### src/rtl/pll_lock_seq.sv
// pll_lock_seq: startup, lock detection, divider-change and brake sequencer for the Canary PLL.
module pll_lock_seq #(
    parameter int DIVN_W       = 8,
    parameter int DIVN_DEFAULT = 32,
    parameter int RST_CYC      = 100,
    parameter int SETTLE_CYC   = 1250,
    parameter int WIN_CYC      = 256,
    parameter int TOL          = 2,
    parameter int LOCK_WINS    = 4,
    parameter int BRAKE_CYC    = 4
) (
    input  logic              refclk,
    input  logic              reset,
    input  logic              fb_tick,
    input  logic              div_req,
    input  logic [DIVN_W-1:0] div_value,
    output logic              div_ack,
    output logic              div_err,
    input  logic              brake_req,
    output logic              pll_resetn,
    output logic              pll_brake,
    output logic [DIVN_W-1:0] pll_divn,
    output logic              locked,
    output logic              lock_lost
);
    localparam int CNT_MAX0 = RST_CYC > SETTLE_CYC ? RST_CYC : SETTLE_CYC;
    localparam int CNT_MAX  = CNT_MAX0 > BRAKE_CYC ? CNT_MAX0 : BRAKE_CYC;
    localparam int CNT_W    = $clog2(CNT_MAX + 1);
    localparam int WIN_W    = $clog2(WIN_CYC + 1);
    localparam int FB_W     = $clog2(WIN_CYC + TOL + 2) + 1;
    localparam int GC_W     = $clog2(LOCK_WINS + 1);

    typedef enum logic [2:0] {RST_HOLD, SETTLE, MEASURE, LOCKED, BRAKE} state_t;

    state_t            state;
    logic [CNT_W-1:0]  cnt;
    logic [WIN_W-1:0]  win_cnt;
    logic [FB_W-1:0]   fb_cnt;
    logic [GC_W-1:0]   good_cnt;
    logic [FB_W-1:0]   fb_next;
    logic [31:0]       fb_total;
    logic              good;
    logic              win_end;
    logic              div_ok;
    logic              brake_go;

    // window tally including this cycle's tick, window verdict and request qualification
    always_comb begin
        fb_next  = &fb_cnt ? fb_cnt : fb_cnt + FB_W'(fb_tick);
        fb_total = 32'(fb_next);
        good     = (fb_total + 32'(TOL) >= 32'(WIN_CYC)) && (fb_total <= 32'(WIN_CYC + TOL));
        win_end  = win_cnt == WIN_W'(WIN_CYC - 1);
        div_ok   = div_req && div_value >= DIVN_W'(2);
        brake_go = brake_req && (state == MEASURE || state == LOCKED || state == BRAKE);
    end

    // sequencer: accepted divider change beats brake, brake beats window evaluation
    always_ff @(posedge refclk or posedge reset) begin
        if (reset) begin
            state      <= RST_HOLD;
            cnt        <= '0;
            win_cnt    <= '0;
            fb_cnt     <= '0;
            good_cnt   <= '0;
            pll_resetn <= 1'b0;
            pll_brake  <= 1'b0;
            pll_divn   <= DIVN_W'(DIVN_DEFAULT);
            locked     <= 1'b0;
            div_ack    <= 1'b0;
            div_err    <= 1'b0;
            lock_lost  <= 1'b0;
        end else begin
            div_ack   <= div_ok;
            div_err   <= div_req && !div_ok;
            lock_lost <= 1'b0;
            if (div_ok) begin
                pll_divn   <= div_value;
                state      <= RST_HOLD;
                cnt        <= '0;
                win_cnt    <= '0;
                fb_cnt     <= '0;
                good_cnt   <= '0;
                pll_resetn <= 1'b0;
                pll_brake  <= 1'b0;
                locked     <= 1'b0;
            end else if (brake_go) begin
                state     <= BRAKE;
                cnt       <= '0;
                pll_brake <= 1'b1;
                locked    <= 1'b0;
            end else begin
                case (state)
                    RST_HOLD: begin
                        cnt <= cnt + CNT_W'(1);
                        if (cnt == CNT_W'(RST_CYC - 1)) begin
                            state      <= SETTLE;
                            cnt        <= '0;
                            pll_resetn <= 1'b1;
                        end
                    end
                    SETTLE: begin
                        cnt <= cnt + CNT_W'(1);
                        if (cnt == CNT_W'(SETTLE_CYC - 1)) begin
                            state    <= MEASURE;
                            cnt      <= '0;
                            win_cnt  <= '0;
                            fb_cnt   <= '0;
                            good_cnt <= '0;
                        end
                    end
                    MEASURE, LOCKED: begin
                        win_cnt <= win_end ? '0 : win_cnt + WIN_W'(1);
                        fb_cnt  <= win_end ? '0 : fb_next;
                        if (win_end && state == MEASURE) begin
                            good_cnt <= good ? good_cnt + GC_W'(1) : '0;
                            if (good && good_cnt == GC_W'(LOCK_WINS - 1)) begin
                                state    <= LOCKED;
                                locked   <= 1'b1;
                                good_cnt <= '0;
                            end
                        end else if (win_end && !good) begin
                            state     <= MEASURE;
                            good_cnt  <= '0;
                            locked    <= 1'b0;
                            lock_lost <= 1'b1;
                        end
                    end
                    BRAKE: begin
                        cnt <= cnt + CNT_W'(1);
                        if (cnt == CNT_W'(BRAKE_CYC - 1)) begin
                            state     <= MEASURE;
                            cnt       <= '0;
                            win_cnt   <= '0;
                            fb_cnt    <= '0;
                            good_cnt  <= '0;
                            pll_brake <= 1'b0;
                        end
                    end
                    default: state <= RST_HOLD;
                endcase
            end
        end
    end
endmodule

### config.mk
export PLATFORM = sky130hd
export DESIGN_NAME = pll_lock_seq
export DESIGN_NICKNAME = d
export VERILOG_FILES = /design/src/rtl/pll_lock_seq.sv
export SDC_FILE = /design/constraint.sdc
export NUM_CORES = 1
export LEC_CHECK = 0
export ABC_AREA = 1
export ABC_CLOCK_PERIOD_IN_PS = 2300
export CAP_MARGIN = 20
export CORE_ASPECT_RATIO = 0.6
export CORE_MARGIN = 2
export CORE_UTILIZATION = 42
export DETAILED_ROUTE_END_ITERATION = 7
export DONT_BUFFER_PORTS = 1
export GPL_TIMING_DRIVEN = 0
export REMOVE_ABC_BUFFERS = 1
export SYNTH_ARGS = -nofsm -noshare
export SYNTH_HDL_FRONTEND = slang
export SYNTH_SLANG_ARGS = --single-unit
### constraint.sdc
create_clock -name refclk -period 2.3 [get_ports refclk]
set_input_delay 0.115 -clock refclk [delete_from_list [all_inputs] [get_ports refclk]]
set_output_delay 0.115 -clock refclk [all_outputs]
set_load 0.1 [all_outputs]
; ---- After elaboration in Yosys (flattened, before gate mapping)
; Cells that the tools add are included.
[totals]
output_inout_bits = 14
inputBits = 13
regBits = 50
[classes]
reduce_logical = 28
n_eq_ne = 19
magnitude_cmp = 3
addsub = 5
muxes = 56
[op_table]
columns = op, n
row1 = 2-to-1 mux 10 bit, 6
row2 = 2-to-1 mux 11 bit, 5
row3 = 2-to-1 mux 3 bit, 16
row4 = 2-to-1 mux 9 bit, 5
row5 = one-hot mux 11 bit (3 select lines), 1
row6 = one-hot mux 10 bit (3 select lines), 1
row7 = one-hot mux 9 bit (3 select lines), 1
row8 = 2-to-1 mux 1 bit, 19
row9 = "inequality test 4 bit, second input constant", 3
row10 = one-hot mux 3 bit (4 select lines), 1
row11 = "adder 10 x 2 -> 11 bit, second input constant", 1
row12 = "adder 11 x 1 -> 11 bit, second input constant", 1
row13 = "== test 11 bit, second input constant", 1
row14 = "== test 11 x 2 -> 1 bit, second input constant", 1
row15 = "== test 11 x 7 -> 1 bit, second input constant", 1
row16 = ">= comparator 11 x 9 -> 1 bit, second input constant", 1
row17 = adder 10 x 1 -> 10 bit, 1
row18 = "<= comparator 10 x 9 -> 1 bit, second input constant", 1
row19 = "inequality test 5 bit, second input constant", 2
row20 = AND reduction 10 bit, 1
row21 = AND reduction 5 bit, 2
row22 = "adder 9 x 1 -> 9 bit, second input constant", 1
row23 = "== test 3 x 2 -> 1 bit, second input constant", 3
row24 = "== test 9 x 8 -> 1 bit, second input constant", 1
row25 = 21 further kinds, 35

; ---- Depth between registers and ports, before layout
[depth]
word_depth = 12
mapped_depth = 18

; ---- Worst setup path after synthesis
; Ideal clock, no wire load.
[synth_timing]
path_type = flip-flop to flip-flop
from = reg fb_cnt[0]
to = reg good_cnt[0]
path_slack_ps = 304
path_stages_with_launch = 17
t_arrival_ps = 1883
setup_time_ps = 113
cell_sequence = dfrtp_1 -> ha_1 -> ha_1 -> nand3_1 -> inv_1 -> nand2_1 -> nand2_1 -> nand2_1 -> nand3_1 -> o21ai_2 -> nand3_2 -> nand2_2 -> nand3_2 -> nand2_2 -> nand2_1 -> nand2_1 -> inv_1
[synth_between]
elab_chain_len = 11
word_cells_on_any_way = 18
cone_classes = add/sub (2) / order compare (2) / eq/ne (1) / mux (7) / reduce/logical (6)
[synth_rtl]
columns = item, line
row1 = "start, declared", 38  ; logic [FB_W-1:0] fb_cnt;
row2 = "start signal, assigned", 113  ; fb_cnt <= win_end ? '0 : fb_next;
row3 = adder 10 x 1 -> 10 bit or AND reduction 10 bit (tied branches), 49  ; fb_next = &fb_cnt ? fb_cnt : fb_cnt + FB_W'(fb_tick);
row4 = 2-to-1 mux 10 bit *, 49
row5 = adder 10 x 2 -> 11 bit, 51  ; good = (fb_total + 32'(TOL) >= 32'(WIN_CYC)) && (fb_total <= 32'(WIN_CYC + TOL));
row6 = >= comparator 11 x 9 -> 1 bit, 51
row7 = logical AND 1 bit *, 51
row8 = 2-to-1 mux 3 bit or logical AND 1 bit (tied branches), "115, 116"
row9 = 2-to-1 mux 3 bit, 116  ; if (good && good_cnt == GC_W'(LOCK_WINS - 1)) begin
row10 = 2-to-1 mux 3 bit, 114  ; if (win_end && state == MEASURE) begin
row11 = one-hot mux 3 bit (3 select lines), 92  ; case (state)
row12 = 2-to-1 mux 3 bit, 86  ; end else if (brake_go) begin
row13 = 2-to-1 mux 3 bit, 76  ; if (div_ok) begin
row14 = "end signal, assigned", 115  ; good_cnt <= good ? good_cnt + GC_W'(1) : '0;
row15 = "end, declared", 39  ; logic [GC_W-1:0] good_cnt;
; Mark *: on every way between the ends. The rest lies on a longest branch, timed or not. The select of a mux whose other input is x is not followed.
; A chain may end at the register's enable or synchronous reset.

; ---- Worst setup path after layout
[layout_timing]
from = reg fb_cnt[0]
to = reg state[0]
[layout_between]
elab_chain_len = 9
word_cells_on_any_way = 13
cone_classes = add/sub (2) / order compare (2) / eq/ne (2) / mux (1) / reduce/logical (6)
[layout_rtl]
columns = item, line
row1 = adder 10 x 1 -> 10 bit or AND reduction 10 bit (tied branches), 49
row2 = 2-to-1 mux 10 bit *, 49
row3 = adder 10 x 2 -> 11 bit, 51
row4 = >= comparator 11 x 9 -> 1 bit, 51
row5 = logical AND 1 bit *, 51
row6 = logical NOT 1 bit, 121  ; end else if (win_end && !good) begin
row7 = logical AND 1 bit, 121
row8 = inequality test 5 bit (no source line), --
row9 = AND reduction 5 bit (no source line) *, --
row10 = "end signal, assigned", 117  ; state <= LOCKED;
row11 = "end signal, assigned", 122  ; state <= MEASURE;
row12 = "end signal, assigned", 131  ; state <= MEASURE;
row13 = "end, declared", 35  ; state_t state;
; Mark *: on every way between the ends. The rest lies on a longest branch, timed or not.

==> results.toml <==
[hold_path]
hold_path.class = "primary input to register"
worstHoldStart = "div_value[3]"
hold_depth = 2

[timing]
min_period_ns = 2.16
post-route-period-util_pct = 94.0
tightest_slew_ns = 0.935
max_freq_mhz = 462
setup_tns_ns = 0
hold_slack_ns = 0.0156
relSlewSlack_pct = 37.7
setup_slack_ns = 0.137
skew_ns = 0.00740
hold_viol = 0
finalMaxSlewViolations = 0
setup_viol = 0

[synthesis]
synth.distinct_cells = 37
seq_area_frac_synth_pct = 43.2
syn_area_um2 = 2900
ys_ff_latch = 50
netlist_instances = 382
syn_area_per_cell_um2 = 7.60
synth_warnings = 0

[setup_path]
critPathTopFamily = "simple AND/OR/NAND/NOR gates"
startpoint_type = "register"
critPathKind = "register to register"
critPathMaxStageDelay_ns = 0.40
cp_data_arrival_time_ns = 2.34
rr_worst_depth = 16
cp_max_fo = 4
path_buf_inv = 1
crit_required_ns = 2.48
cpMostUsedCell = "nand2_1"
startpoint = "fb_cnt[0]$_DFFE_PP0P_"
crit_path_top_delay_cell = "dfrtp_1"
crit_chain = "ha_4, ha_4, nand3_4, inv_1, nand2_1, nand2_1, nand2_1, nand3_1, o21ai_2, nand3_2, nand2_4, nand2_2, nand2_2, nand2_2, nand3_1, nand2_1"
worstReg2RegStart = "fb_cnt[0]$_DFFE_PP0P_"
worst_setup_path_end_kind = "register"
path_depth = 16

[global_routing]
grt_pass1_wl_um = 11100
gr-total-overflow = 0
grt_usage_pct = 18.6
grt_max_degree = 35
first_global_vias = 2304
antenna_found_initial = 0

[drt]
drt_iter0_drc = 194
ant_nets = 0
first_pass_iters = 7
viasPerCell = 5.26
wirelength_um = 7010
wl_per_cell_um = 14.4
vias = 2556
drc = 0

[final_layout]
drive_gt1_share_pct = 15.0
antenna_cells = 0
final_cell_mix = "nand2_1, inv_1, dfrtp_1"
final_common_cell = "nand2_1"
nets = 418
fillers = 655
utilization_pct = 50.7
area_growth_pct = 16.6
regArea_um2 = 1250
multi_input_area_um2 = 1480

[place]
gp_congestion = 0.830
dp_hpwl_um = 4980
pre_cts_slack_ns = -0.0795
io_buffers = 0

[run]
drv_cap = 0

[clock_network]
cts_buffer_depth = 2
h-tree-depth = 2
path_clk_slew_ns = 0.07
cts_root_buf = "clkbuf_16"
clock_latency_ns = 0.29
numCtsBuffers = 5
clock-sinks = 50
cts_tree = "done"

[pwr]
power_mw = 2.90
power_density_nw_per_um2 = 856
leakage_nw = 1.59
vdd_drop_max_mv = 0.388

[floorplan]
rows = 23
die-area_um2 = 7610
io_pins = 27
core_um2 = 6680
die_y_um = 68.4
initial_core_util_pct = 43.5
die_w_um = 111

[outcome]
outcome = "finished, final reports clean"
## power breakdown
group	switching (mW)	internal (mW)	total, mW
logic	0.614	0.261	0.876
registers	0.218	0.959	1.18
clock network	0.326	0.516	0.842
total	1.16	1.74	2.90
## synth_stat cells (all sizes together)
master	number	area share, %
dfstp	1	0.91
nand4	12	2.6
o211ai	1	0.26
dfrtp	49	42
a211oi	1	0.43
nor3	17	3.7
xnor2	2	0.60
clkbuf	1	0.13
o22ai	5	1.1
a22o	2	0.60
nor2	39	6.1
a21oi	15	2.7
ha	7	3.0
a31oi	4	0.86
inv	62	8.0
nor4	3	0.65
nand3	26	5.0
o21a	1	0.26
nand3b	1	0.39
o21ai	27	4.9
o31ai	1	0.26
xor2	2	0.60
buf	4	0.95
nand2	99	14
## worst paths after layout
path | end | slack (ns)
worst min register to register | good_cnt[1]$_DFFE_PP0P_ | 0.50
worst max register to register | state[0]$_DFFE_PP0P_ | 0.14
min in group asynchronous | win_cnt[4]$_DFFE_PP0P_ | 0.27
worst min-delay path | pll_divn[3]$_DFFE_PP0P_ | 0.02
worst max-delay path | state[0]$_DFFE_PP0P_ | 0.14
max in group asynchronous | pll_divn[5]$_DFFE_PP1P_ | 1.46
## through the flow
| stage | area, µm² | cells |
|---|---|---|
| after floorplan | 2870 | 377 |
| after global routing | 3380 | 486 |
| after detailed placement | 3000 | 465 |
| final | 3380 | 486 |
| after global placement | 2980 | 464 |
| after CTS | 3280 | 483 |
## metal layers
metal	share of wire [%]	vias up	global-route usage, %
li1	-	1280	-
met2	39	90	26.0
met4	0.47	0	2.78
met3	7.4	5	4.69
met5	0	-	0
met1	53	1181	29.1
## what timing repair did
action                     CTS  global route
pin swaps                    0             5
hold buffers                10             0
setup endpoints to repair    6            12
hold endpoints to repair    24             0
cloned                       0             1
buffers inserted             0             2
gates resized for setup      3            16
## logic make-up after synthesis
logic type                 Yosys count  share of synthesized area, %
AOI/OAI and AO/OA                   57                          11.4
adders and majority gates            7                          3.02
xor gates and xnor gates             4                          1.21
and+or+nand+nor                    197                          32.1
DFF                                 50                          43.2
buffers and inverters               67                          9.10
## layout make-up
cell class              instances  share of cell area (%)
well taps                      87                    3.22
inverters                      62                    6.88
flip-flops and latches         50                    37.1
clock buffers                   6                    3.81
repair buffers                 13                    4.00
clock inverters                 2                    1.15
multi-input cells             266                    43.8
## flip-flops by register name, summed over array words and instances, names as in the netlist, 3 cells and up
register / cells
state: 3
pll_divn: 8
fb_cnt: 10
good_cnt: 3
win_cnt: 9
cnt: 11
(Power assumes the default switching activity.)
